$ cat config.mk
export PLATFORM = sky130hd
export DESIGN_NAME = mem_arbiter
export DESIGN_NICKNAME = d
export VERILOG_FILES = /design/src/rtl/mem_arbiter.sv
export SDC_FILE = /design/constraint.sdc
export NUM_CORES = 1
export LEC_CHECK = 0
export ABC_AREA = 1
export CORE_UTILIZATION = 45
export CTS_BUF_LIST = sky130_fd_sc_hd__clkbuf_4 sky130_fd_sc_hd__clkbuf_8 sky130_fd_sc_hd__clkbuf_16
export DETAILED_ROUTE_END_ITERATION = 10
export HOLD_SLACK_MARGIN = 0.08
export PLACE_DENSITY = 0.95
export SYNTH_ARGS = -nofsm -noshare
export SYNTH_HDL_FRONTEND = slang
export SYNTH_SLANG_ARGS = --single-unit
$ cat constraint.sdc
create_clock -name clk -period 1.8 [get_ports clk]
set_clock_uncertainty 0.15 [all_clocks]
set_input_delay 0.36 -clock clk [delete_from_list [all_inputs] [get_ports clk]]
set_output_delay 0.36 -clock clk [all_outputs]
set_load 0.005 [all_outputs]
$ cat src/rtl/mem_arbiter.sv
// mem_arbiter: shares the single-ported external memory / switch-LED bus
// between the miniMIPS CPU (port 0) and a second bus master (port 1).
// One memory transaction is issued per grant. Read data is returned to the
// winning port one cycle after the memory answers.
//
// Build option: define ARB_ROUND_ROBIN_EN to resolve simultaneous requests
// with an alternating priority pointer. Without it, port 0 always wins a tie
// and port 1 can starve while port 0 keeps requesting.
module mem_arbiter #(
  parameter int DATA_WIDTH = 8,
  parameter int ADDR_WIDTH = 8
) (
  input  logic                  clk,
  input  logic                  reset,
  input  logic                  req0,
  input  logic                  req1,
  input  logic                  we0,
  input  logic                  we1,
  input  logic [ADDR_WIDTH-1:0] addr0,
  input  logic [ADDR_WIDTH-1:0] addr1,
  input  logic [DATA_WIDTH-1:0] wdata0,
  input  logic [DATA_WIDTH-1:0] wdata1,
  output logic                  gnt0,
  output logic                  gnt1,
  output logic                  rvalid0,
  output logic                  rvalid1,
  output logic [DATA_WIDTH-1:0] rdata0,
  output logic [DATA_WIDTH-1:0] rdata1,
  output logic [ADDR_WIDTH-1:0] mem_addr,
  output logic [DATA_WIDTH-1:0] mem_data,
  output logic                  mem_we,
  input  logic [DATA_WIDTH-1:0] mem_q,
  output logic                  busy
);

  typedef enum logic [1:0] {
    IDLE  = 2'd0,
    ISSUE = 2'd1,
    WAIT  = 2'd2
  } state_t;

  state_t state;
  logic   owner;  // port that won the transaction in flight
  logic   pick;   // port that would win if a decision were taken this cycle

`ifdef ARB_ROUND_ROBIN_EN
  logic   ptr;    // port favoured on the next simultaneous request

  // Winner selection: a lone request wins outright, a tie goes to the pointer.
  always_comb begin
    // NOTE: every combinational output gets a default first so no path leaves
    // it unassigned, which would otherwise infer a latch.
    pick = 1'b0;
    if (req0 && req1) pick = ptr;
    else              pick = req1;
  end
`else
  // Winner selection: port 0 wins whenever it is requesting.
  always_comb begin
    pick = 1'b0;
    if (!req0 && req1) pick = 1'b1;
  end
`endif

  // Transaction sequencer: sample requests in IDLE, drive the bus in ISSUE,
  // collect read data in WAIT. All outputs are registered here.
  always_ff @(posedge clk) begin
    if (reset) begin
      // NOTE: synchronous reset clears every output register, including the
      // read-data holding registers, so a dropped read leaves no stale data.
      state    <= IDLE;
      owner    <= 1'b0;
      gnt0     <= 1'b0;
      gnt1     <= 1'b0;
      rvalid0  <= 1'b0;
      rvalid1  <= 1'b0;
      rdata0   <= '0;
      rdata1   <= '0;
      mem_addr <= '0;
      mem_data <= '0;
      mem_we   <= 1'b0;
      busy     <= 1'b0;
`ifdef ARB_ROUND_ROBIN_EN
      ptr      <= 1'b0;
`endif
    end else begin
      // NOTE: non-blocking assignments throughout; the pulse outputs default
      // low here and the case below raises them for exactly one cycle.
      gnt0    <= 1'b0;
      gnt1    <= 1'b0;
      rvalid0 <= 1'b0;
      rvalid1 <= 1'b0;
      mem_we  <= 1'b0;

      case (state)
        IDLE: begin
          if (req0 || req1) begin
            owner    <= pick;
            mem_addr <= pick ? addr1  : addr0;
            mem_data <= pick ? wdata1 : wdata0;
            mem_we   <= pick ? we1    : we0;
            gnt0     <= ~pick;
            gnt1     <= pick;
            busy     <= 1'b1;
            state    <= ISSUE;
`ifdef ARB_ROUND_ROBIN_EN
            ptr      <= ~pick;
`endif
          end
        end

        ISSUE: begin
          // mem_we still holds the registered direction of this transaction.
          if (mem_we) begin
            busy  <= 1'b0;
            state <= IDLE;
          end else begin
            state <= WAIT;
          end
        end

        WAIT: begin
          if (owner) begin
            rdata1  <= mem_q;
            rvalid1 <= 1'b1;
          end else begin
            rdata0  <= mem_q;
            rvalid0 <= 1'b1;
          end
          busy  <= 1'b0;
          state <= IDLE;
        end

        default: begin
          busy  <= 1'b0;
          state <= IDLE;
        end
      endcase
    end
  end

endmodule

# [Word level (Yosys, flattened, before mapping)]
# Index checks and enable logic that the tools add are counted.
[op_classes] n_mux=12 eq_ne=4 bitwise=5 reduce_logical=10
[ops] operator="$mux 8" n=2
[ops] operator="$reduce_and 2->1" n=4
[ops] operator="$mux 1" n=6
[ops] operator="$not 1->1" n=5
[ops] operator="$mux 2" n=2
[ops] operator="$ne 2x2->1 const B" n=2
[ops] operator="$pmux 2 s2" n=1
[ops] operator="$reduce_or 3->1" n=1
[ops] operator="$eq 2x1->1 const B" n=1
[ops] operator="$eq 2x2->1 const B" n=1
[ops] operator="$logic_not 2->1" n=1
[ops] operator="$pmux 1 s2" n=1
[ops] operator="$reduce_or 2->1" n=1
[ops] operator="$logic_and 1x1->1" n=1
[ops] operator="$logic_not 1->1" n=1
[ops] operator="$logic_or 1x1->1" n=1
[word_totals] reg_bits=41 out_inout_bits=38 in_bits=46

# [Logic depth before layout (Yosys ltp)]
[logic_depth] depth_word=4 mapped_depth=8

# [Worst setup path before layout]
# Ideal clock, no wire load.
[synth_timing] path_kind="input -> register" from="input req1" to="register mem_data[6]" slack_ps=499 arrival_ps=1040 setup_time_ps=112 required_ps=1538 path_stages=7 cell_sequence="buf_4 inv_2 nand2_4 buf_2 nand3_1 nor2_1 nor2_1"
[synth_via] elab_chain_cells=3 elab_cells_between_ends=5
[synth_lines] item="start, declared" line_no="16" text="input logic req1,"
[synth_lines] item="$logic_and 1x1->1" line_no="61" text="if (!req0 && req1) pick = 1'b1;"
[synth_lines] item="$mux 1" line_no="61"
[synth_lines] item="$mux 8" line_no="100" text="mem_data <= pick ? wdata1 : wdata0;"
[synth_lines] item="end signal, assigned" line_no="100"
[synth_lines] item="end, declared" line_no="30" text="output logic [DATA_WIDTH-1:0] mem_data,"
# Parallel ways exist; a longest one is shown, timed or not.
# A chain may end at the register's enable or synchronous reset.

# [Final worst setup path]
[layout_timing] from="register mem_data[5]" to="output mem_data[5]"
# No word-level cell between the ends.

==> flow_summary.toml <==
[layout]
layout-drive-gt1-share = 0.0757
final.fill_count = 323
syn_to_final_growth_pct = 54.7
finish.net_count = 415
regArea_um2 = 821
multi_input_area_um2 = 825
n_antenna_cell = 0

[clocking]
cts.sinks = 41
cts_setup_buffers = 0
clk_path_buf_depth = 2
cts_tree = "yes"
ctsRootBufferMaster = "clkbuf_8"
ctsHoldBuffers = 0
cts_resized = 0
numCtsBuffers = 5
path_clk_slew_ns = 0.08
cts.htree.levels = 2
worstSkewPairLatency_ns = 0.30

[sta]
slew_headroom = 0.811
grt_setup_unrepaired = "false"
worst_pin_slew_ns = 0.283
setup-violations-final = 0
fin_crit_sh = 0.938
fin_crit_ns = 1.69
max_freq_ghz = 0.592
slew_violations = 0
finalHoldViolCount = 0
final.setup.tns_ns = 0

[routing]
drcViolationCount = 0
drtIter0Drc = 204
ant_nets = 0
vias = 2082
avgViaCountPerCell = 4.96
avgRoutedWirePerCell_um = 12.3
first_pass_iters = 4
wl_mm = 5.15

[logic_synthesis]
synth_seq_area_share = 0.438
synthDominantCellAreaShare = 0.438
ys_top_cells_by_count = "nand2_1, nor2_1, dfxtp_1"
synth_nets = 326
post-synth-top-count-cell = "nand2_1"
syn_area_per_cell_um2 = 6.69
synth_edf_count = 0
netlist_area_um2 = 1870
ys_types = 18
yosys_most_used_dff = "dfxtp_1"
yosysTopAreaCell = "dfxtp_1"
ys_top_cells_by_area = "dfxtp_1, nand2_1, nor2_1"
synthCells = 280
ys_async_sr_fraction = 0
synth_seq_cells = 41
yosysWarnings = 0

[critical_path]
crit_family = "buffers and inverters"
cp_data_required_time_ns = 1.29
critPathKind = "reg2out"
crit_fanout = 2
endpoint_kind = "output pin"
cp_data_arrival_time_ns = 1.18
start_kind = "flip-flop"
worst_path_max_delay_cell = "clkdlybuf4s50_1"
cp_slowest_stage_delay_ns = 0.51
critPathBufInv = 1
path_cells = "clkdlybuf4s50_1"

[floorplanning]
ios = 84
coreArea_um2 = 4000
die_w_um = 66.5
dieArea_um2 = 4430
initial_core_util = 0.469
die_h_um = 66.5
rows = 23

[placed_design]
hpwl_mm = 3.81
place.port_buffers = 83
gp_congestion = 0.863

[grt]
met3_usage = 0.0702
gr-total-overflow = 0
antenna_found_initial = 0
track_usage = 0.244
grt.busiest_layer = "met2"
grt_util_met2 = 0.464
grt_max_degree = 21
grt_pass1_vias = 1914
use_met1 = 0.248
grt_pass1_wl_mm = 7.98

[pwr]
power_leakage_uw = 0.00128
irDropWorstVdd_uv = 484
total_power_uw = 2300
power_density_nw_per_um2 = 794

[worst_hold_path]
min_path_type = "reg2reg"

[flow_run]
drv_cap = 0

[outcome]
status = "complete, no violations"
-- logic make-up (layout without fill, tap and decap cells) --
group / after synthesis / in the layout / share of synthesized area
AND/OR/NAND/NOR: 167 / 167 / 0.392
buffers and inverters: 54 / 144 / 0.122
flip-flops: 41 / 41 / 0.438
AO/OA/AOI/OAI: 18 / 18 / 0.0481
-- placed cells by master (no fill, tap or decap) --
| cell | n |
|---|---|
| o21ai_0 | 1 |
| dfxtp_1 | 41 |
| bufinv_16 | 1 |
| clkbuf_8 | 6 |
| clkinv_1 | 2 |
| inv_2 | 3 |
| clkdlybuf4s50_1 | 83 |
| nor2_4 | 2 |
| nand3_1 | 35 |
| inv_1 | 37 |
| buf_4 | 11 |
| a21oi_1 | 17 |
| nand2_4 | 2 |
| nand4_1 | 8 |
| nor2_1 | 53 |
| nor3_1 | 1 |
| nand3_2 | 2 |
| clkinvlp_4 | 1 |
| nand2_1 | 64 |
-- layout make-up --
| class | count | area share |
|---|---|---|
| sequential | 41 | 0.283 |
| clock inverter | 2 | 0.0129 |
| clock buffer | 6 | 0.0285 |
| multi-input combinational | 185 | 0.284 |
| inverter | 42 | 0.0544 |
| timing repair buffer | 94 | 0.315 |
| tap | 50 | 0.0216 |
-- path summary, 6_finish.rpt --
| kind | startpoint | to | slack, ns | cells after the start |
|---|---|---|---|---|
| min | rdata0[2] | rdata0[2] | 0.32 | 2 |
| max | mem_data[5] | mem_data[5] | 0.11 | 1 |
| min reg2reg | rdata0[2] | rdata0[2] | 0.32 | 2 |
| max reg2reg | state[1] | mem_data[6] | 0.43 | 5 |
-- state kept, by name, summed over array words and instances, names as in the netlist, 2 cells and up --
| signal | flops |
|---|---|
| state | 2 |
| mem_data | 8 |
| rdata0 | 8 |
| mem_addr | 8 |
| rdata1 | 8 |
-- power by group --
group	internal (uW)	switching (uW)
Sequential	968	37.3
Clock	451	331
Combinational	279	236
-- layer usage --
metal,part of all wire,vias to the layer above
met5,0,-
li1,-,1041
met4,0.016,0
met3,0.077,10
met1,0.39,932
met2,0.52,99
-- through the flow --
stage,std cells,setup slack [ns],util,hold WS [ns],area (um2)
2_1_floorplan,280,0.499,-,0.308,1870
3_3_place_gp,412,0.0732,0.695,0.300,2780
3_5_place_dp,412,0.00283,0.695,0.311,2780
4_1_cts,420,0.113,0.725,0.324,2900
5_1_grt,420,0.0805,0.725,0.347,2900
6_report,420,0.112,0.725,0.320,2900
(Power assumes the default switching activity.)
